--- config.mk ---
export PLATFORM = sky130hd
export DESIGN_NAME = des_ip_perm_pipe
export DESIGN_NICKNAME = d
export VERILOG_FILES = /design/src/rtl/des_pkg.sv /design/src/rtl/des_perm64.sv /design/src/rtl/des_ip_perm_pipe.sv
export SDC_FILE = /design/constraint.sdc
export NUM_CORES = 1
export LEC_CHECK = 0
export CAP_MARGIN = 20
export CORE_AREA = 2 2 109 111
export DETAILED_ROUTE_END_ITERATION = 7
export DIE_AREA = 0 0 111 113
export PLACE_DENSITY = 0.88
export SLEW_MARGIN = 5
export SYNTH_ARGS = -nofsm -noshare
export SYNTH_HDL_FRONTEND = slang
export SYNTH_SLANG_ARGS = --single-unit
--- constraint.sdc ---
create_clock -name clk -period 2.5 [get_ports clk]
set_clock_uncertainty 0.2 [all_clocks]
set_input_delay 0.25 -clock clk [delete_from_list [all_inputs] [get_ports clk]]
set_output_delay 0.25 -clock clk [all_outputs]
set_load 0.01 [all_outputs]
--- src/rtl/des_pkg.sv ---
// Shared DES constants: block width and the IP / IP^-1 bit-selection tables.
// Both tables use DES numbering: entry n gives the input bit (1 = MSB) that
// feeds output bit n.
package des_pkg;

  localparam int BLOCK_W = 64;

  localparam int IP_TABLE [1:64] = '{
    58, 50, 42, 34, 26, 18, 10, 2,
    60, 52, 44, 36, 28, 20, 12, 4,
    62, 54, 46, 38, 30, 22, 14, 6,
    64, 56, 48, 40, 32, 24, 16, 8,
    57, 49, 41, 33, 25, 17,  9, 1,
    59, 51, 43, 35, 27, 19, 11, 3,
    61, 53, 45, 37, 29, 21, 13, 5,
    63, 55, 47, 39, 31, 23, 15, 7
  };

  localparam int IP_INV_TABLE [1:64] = '{
    40, 8, 48, 16, 56, 24, 64, 32,
    39, 7, 47, 15, 55, 23, 63, 31,
    38, 6, 46, 14, 54, 22, 62, 30,
    37, 5, 45, 13, 53, 21, 61, 29,
    36, 4, 44, 12, 52, 20, 60, 28,
    35, 3, 43, 11, 51, 19, 59, 27,
    34, 2, 42, 10, 50, 18, 58, 26,
    33, 1, 41,  9, 49, 17, 57, 25
  };

endpackage

--- src/rtl/des_perm64.sv ---
// One 64-bit lane of the DES initial permutation or its inverse.
// Pure wiring: mode_i only selects which table drives each output bit.
module des_perm64
  import des_pkg::*;
(
  input  logic [1:BLOCK_W] data_i,
  input  logic             mode_i,
  output logic [1:BLOCK_W] data_o
);

  // out[n] = in[T[n]], T chosen by mode (0 = IP, 1 = IP^-1)
  always_comb begin
    data_o = '0;
    for (int n = 1; n <= BLOCK_W; n++) begin
      data_o[n] = mode_i ? data_i[IP_INV_TABLE[n]] : data_i[IP_TABLE[n]];
    end
  end

endmodule

--- src/rtl/des_ip_perm_pipe.sv ---
// Multi-lane DES IP / IP^-1 with a STAGES-deep valid/ready pipeline behind
// the combinational permutation, plus a wrapping count of delivered lanes.
// Back-pressure is a combinational chain from ready_i to ready_o; bubbles
// collapse because each stage reloads whenever it is empty.
module des_ip_perm_pipe
  import des_pkg::*;
#(
  parameter int LANES  = 1,
  parameter int STAGES = 1,
  parameter int CNT_W  = 32
) (
  input  logic                     clk,
  input  logic                     rst,
  input  logic                     valid_i,
  output logic                     ready_o,
  input  logic                     mode_i,
  input  logic [1:BLOCK_W*LANES]   data_i,
  output logic                     valid_o,
  input  logic                     ready_i,
  output logic [1:BLOCK_W*LANES]   data_o,
  output logic                     mode_o,
  output logic [CNT_W-1:0]         blk_cnt_o
);

  localparam int DW = BLOCK_W * LANES;

  logic [1:DW]     perm_d;
  logic [1:STAGES] v;
  logic [1:STAGES] m;
  logic [1:STAGES] load;
  logic [1:DW]     d [1:STAGES];
  logic            chain;

  for (genvar k = 0; k < LANES; k++) begin : g_lane
    des_perm64 u_perm (
      .data_i (data_i[BLOCK_W*k+1 +: BLOCK_W]),
      .mode_i (mode_i),
      .data_o (perm_d[BLOCK_W*k+1 +: BLOCK_W])
    );
  end

  // load[s]: stage s takes from s-1 when empty or when it is emptying downstream
  always_comb begin
    load  = '0;
    chain = ready_i;
    for (int s = STAGES; s >= 1; s--) begin
      load[s] = !v[s] || chain;
      chain   = load[s];
    end
  end

  assign ready_o = load[1];
  assign valid_o = v[STAGES];
  assign data_o  = d[STAGES];
  assign mode_o  = m[STAGES];

  // stage registers; data/mode only move when a real beat moves, so stalls hold bit-stable
  always_ff @(posedge clk) begin
    if (rst) begin
      v <= '0;
      m <= '0;
      for (int s = 1; s <= STAGES; s++) d[s] <= '0;
    end else begin
      if (load[1]) begin
        v[1] <= valid_i;
        if (valid_i) begin
          d[1] <= perm_d;
          m[1] <= mode_i;
        end
      end
      for (int s = 2; s <= STAGES; s++) begin
        if (load[s]) begin
          v[s] <= v[s-1];
          if (v[s-1]) begin
            d[s] <= d[s-1];
            m[s] <= m[s-1];
          end
        end
      end
    end
  end

  // delivered-lane counter, wraps modulo 2^CNT_W
  always_ff @(posedge clk) begin
    if (rst) blk_cnt_o <= '0;
    else if (valid_o && ready_i) blk_cnt_o <= blk_cnt_o + CNT_W'(LANES);
  end

endmodule

-- Yosys cells after proc, flatten, opt, wreduce, memory -nomap -nowiden
Memory sizes are Yosys's and may differ from the RTL's.
Index checks and enable logic that the tools add are counted.
- output and inout bits: 99
- bits in writable memories: 64
- input bits: 69
- register bits: 34
- memories kept: 1
- multiplexer cells: 67
- reduce and logical (&&, ||, !) cells: 4
- bitwise logic cells: 1
- add/subtract/negate cells: 1
- memories (name ; words ; width ; rd ports ; clocked after Yosys merged registers in ; wr ports ; line ; text):
    d ; 1 ; 64 ; 1 ; 0 ; 1 ; des_ip_perm_pipe.sv:31 ; logic [1:DW] d [1:STAGES];
- operators with widths (cell ; count):
    1-bit 2-to-1 mux ; 66
    64-bit 2-to-1 mux ; 1
    32-bit by 1-bit adder with 32-bit output, second input constant ; 1
    2-bit AND reduction ; 1
    1-bit logical AND ; 1
    1-bit zero test ; 1
    1-bit logical OR ; 1
    1-bit bitwise OR ; 1

-- Logic depth before layout (Yosys ltp)
- word-level depth: 6
- depth in mapped cells: 7
- gate-level depth less buffers: 5

-- Cells and area by module
A second synthesis with hierarchy kept.
- cell total of the unflattened synthesis: 404
- area total of the unflattened synthesis: 5068.6 um2
- modules (own cells, without submodules) (module ; area an instance (um2) ; cells an instance ; times used):
    des_ip_perm_pipe ; 4006.3 ; 333 ; 1
    des_perm64 ; 1062.3 ; 71 ; 1

-- Worst setup path after synthesis
No wires, ideal clock.
- kind: reg2reg
- from: register v, in the netlist valid_o
- to: memory d[1][0] (netlist name), enable pin
- required time: 1.601 ns
- slack: -0.387 ns
- library setup time: 0.699 ns
- stages on the path, launching flop included: 4
- arrival: 1.988 ns
- path through: dfxtp_1 -> or2b_2 -> nand2_1 -> nand2b_1
- cells in the longest elaborated chain, start to end: 6
- RTL lines (what ; line ; text):
    start: declaration ; des_ip_perm_pipe.sv:28 ; logic [1:STAGES] v;
    start signal: indexed assignment ; des_ip_perm_pipe.sv:73 ; v[s] <= v[s-1];
    1-bit zero test ; des_ip_perm_pipe.sv:47 ; load[s] = !v[s] || chain;
    1-bit logical OR ; des_ip_perm_pipe.sv:47 ;
    net ready_o ; des_ip_perm_pipe.sv:15 ; output logic ready_o,
    1-bit 2-to-1 mux ; des_ip_perm_pipe.sv:64 ; if (load[1]) begin
    1-bit 2-to-1 mux ; des_ip_perm_pipe.sv:59 ; if (rst) begin
    1-bit 2-to-1 mux (implied by the code) ; des_ip_perm_pipe.sv:67 ; d[1] <= perm_d;
    1-bit bitwise OR (no source line) ; -- ;
    end: declaration ; des_ip_perm_pipe.sv:31 ;
The timed path passes the listed nets, and every way through them passes these cells.

-- Worst setup path in the final report
- from: register blk_cnt_o[0]
- to: register blk_cnt_o[16]
- cells in the longest elaborated chain, start to end: 1
- RTL lines (what ; line ; text):
    start: declaration ; des_ip_perm_pipe.sv:22 ; output logic [CNT_W-1:0] blk_cnt_o
    start signal: assignment ; des_ip_perm_pipe.sv:86 ; else if (valid_o && ready_i) blk_cnt_o <= blk_cnt_o + CNT_W'(LANES);
    32-bit by 1-bit adder with 32-bit output ; des_ip_perm_pipe.sv:86 ;
Every way passes these cells.
A chain may end at the register's enable or synchronous reset.

==> metrics.md <==
| Metric | Value |
|---|---|
| Slew Viols, Final | `0` |
| Critical path launch point | `blk_cnt_o[0]` |
| Ports | `about 170` |
| Leakage | `around 2.5 nW` |
| Starting density of the core | `0.398` |
| Kind of critical path | `reg -> reg` |
| Pwr/cell area | `between 500 and 600 nW/um2` |
| Pin count of the biggest net entering global routing | `66` |
| Sequential area share after synthesis | `0.581` |
| CTS tree | `yes` |
| CP arrival | `2210 ps` |
| Commonest non-fill, non-tap cell in the layout | `clkdlybuf4s50_1` |
| Antenna-violating nets left | `0` |
| Synthesis-stage register bit count | `98` |
| Synth cell types | `32` |
| Worst rel slew slack | `0.723` |
| Clock Latency Late Sink | `330 ps` |
| Worst vdd ir | `0.000363 V` |
| Post-Route Hold Slack | `231 ps` |
| DR DRC count | `0` |
| HP Start | `mode_i` |
| CP Capture Type | `flip-flop` |
| Critical Path RT | `2570 ps` |
| Status | `finished clean` |
| Via density | `5.20` |
| RePlAce Congestion | `0.885` |
| CTS Root Cell | `clkbuf_16` |
| Syn_nets | `464` |
| Hold buffer count at cts | `0` |
| Clk sinks | `98` |
| Post-synth top area share | `0.429` |
| CTS Buffer Depth | `2` |
| Die X | `between 100 and 150 um` |
| Initial DRC count | `156` |
| DP Wirelength | `8.15 mm` |
| Yosys top cell by area | `edfxtp_1` |
| Syn_area_per_cell | `11.4 um2` |
| Initial antenna violation count | `0` |
| YS warnings | `0` |
| Number of global-route vias before repair | `between 3000 and 4000` |
| Most frequent cells in the layout | `clkdlybuf4s50_1, nor2_1, edfxtp_1` |
| Buffers added on ports | `167` |
| Share of layout cells above drive strength 1 | `0.0587` |
| WL per Instance | `16.1 um` |
| Startpoint types | `flip-flop` |
| Nets@finish | `~630` |
| First-pass GRT wire length | `17.9 mm` |
| Via count | `3665` |
| Global Route Usage Sum | `0.177` |
| Cts bufs inserted | `9` |
| Area contributors post-synth | `edfxtp_1, dfxtp_1, mux2i_1` |
| Worst-path clk slew | `roughly 70 ps` |
| Post CTS Setup Buffer Count | `0` |
| CP Max Fanout | `11` |
| Die H | `113 um` |
| MaxCap Viol Count | `0` |
| Final hold vios | `0` |
| Synth-to-Final Area Change | `47.3%` |
| CORE AREA | `11300 um2` |
| Worst r2r src | `blk_cnt_o[0]` |
| ANT cells | `0` |
| RSZ-0062 raised after global routing | `no` |
| Worst slew pin tran | `414 ps` |
| Final min period | `2140 ps` |
| Post-CTS resize count | `0` |
| DRT Pass-1 Iters | `4` |
| Highest clock rate | `0.467 GHz` |
| Gate count of the mapped netlist | `just under 400` |
| Num rows | `39` |
| Hold WC Path Type | `in -> reg` |
| Final setup viols | `0` |
| Total congestion overflow | `0` |
| Fin Setup TNS | `0 ps` |
| CTS H-Tree Depth | `3` |
| Tcrit/Tclk final | `0.857` |
| Final wirelength | `roughly 11 mm` |
| Die area | `between 10000 and 15000 um2` |
| Synthesized area | `4480 um2` |
## path summary, 6_finish.rpt
path / to / depth (start not counted) / slack, ps
worst min-delay path: d[1][60] / 3 / 230
worst max register to register: blk_cnt_o[16] / 5 / 360
worst max-delay path: blk_cnt_o[16] / 5 / 360
worst min register to register: mode_o / 2 / 280
## synthesized netlist by cell type
library cell and number:
a21oi_1 20, and2_1 7, and3_1 4, and3_2 1
and4_1 6, buf_2 4, buf_4 1, buf_6 5
clkbuf_1 13, dfxtp_1 34, edfxtp_1 64, ha_1 1
inv_1 5, mux2_2 3, mux2i_1 60, nand2_1 16
nand2b_1 1, nand3_1 9, nand3_2 1, nand4_1 10
nor2_1 74, nor2b_1 3, nor3_1 3, o21ai_0 6
o22ai_1 1, o31ai_1 12, or2_2 1, or2b_2 1
or3_1 6, or4_1 12, xnor2_1 1, xor2_1 9
## worst max-delay path, stage by stage (launching register included)
cell,delay (ps)
dfxtp_1,420
ha_1,200
and4_1,310
nand3_2,230
or4_1,570
a21oi_1,150
## layer usage
layer,part of all wire,vias to the layer above,global-route usage
li1,-,1765,-
met1,0.44,1714,0.220
met2,0.47,175,0.302
met3,0.085,11,0.0514
met4,0.0081,0,0.0533
met5,0,-,0
## flip-flops by register name (all words and copies together) (netlist names)
register / cells
d: 64
blk_cnt_o: 32
mode_o: 1
valid_o: 1
## logic make-up (layout without fill, tap and decap cells)
group,count (synthesis),after routing,synth area share
flops,98,98,0.581
compound gates,39,39,0.0505
buf+inv,28,196,0.0338
simple gates,155,155,0.171
mux,63,63,0.142
fa+ha+maj,1,1,0.00279
xor+xnor,10,10,0.0195
## report_power, final
part / internal [mW] / leakage, nW / total, mW / switching [mW]
clock: 0.784 / 0.146 / 1.38 / 0.597
combinational: 0.306 / 1.37 / 0.533 / 0.227
sequential: 1.82 / 0.972 / 1.85 / 0.0281
## cell type report
type	count	area, um2
clock inverter	7	77.6
multi-input combinational	268	1730
fill	901	4670
clock buffer	9	225
inverter	5	18.8
sequential	98	2600
tap	143	179
timing repair buffer	175	1770
## stage by stage
step	cell area, um2	instances	total power, mW	util	setup WS [ps]
3_5_place_dp	6300	689	2.42	0.559	117
5_1_grt	6600	705	3.90	0.586	201
2_1_floorplan	4480	394	2.09	-	268
4_1_cts	6600	705	3.80	0.586	363
6_report	6600	705	3.76	0.586	358
3_3_place_gp	6300	689	2.41	0.559	181
Note: power is estimated with default switching activity, not from simulation.
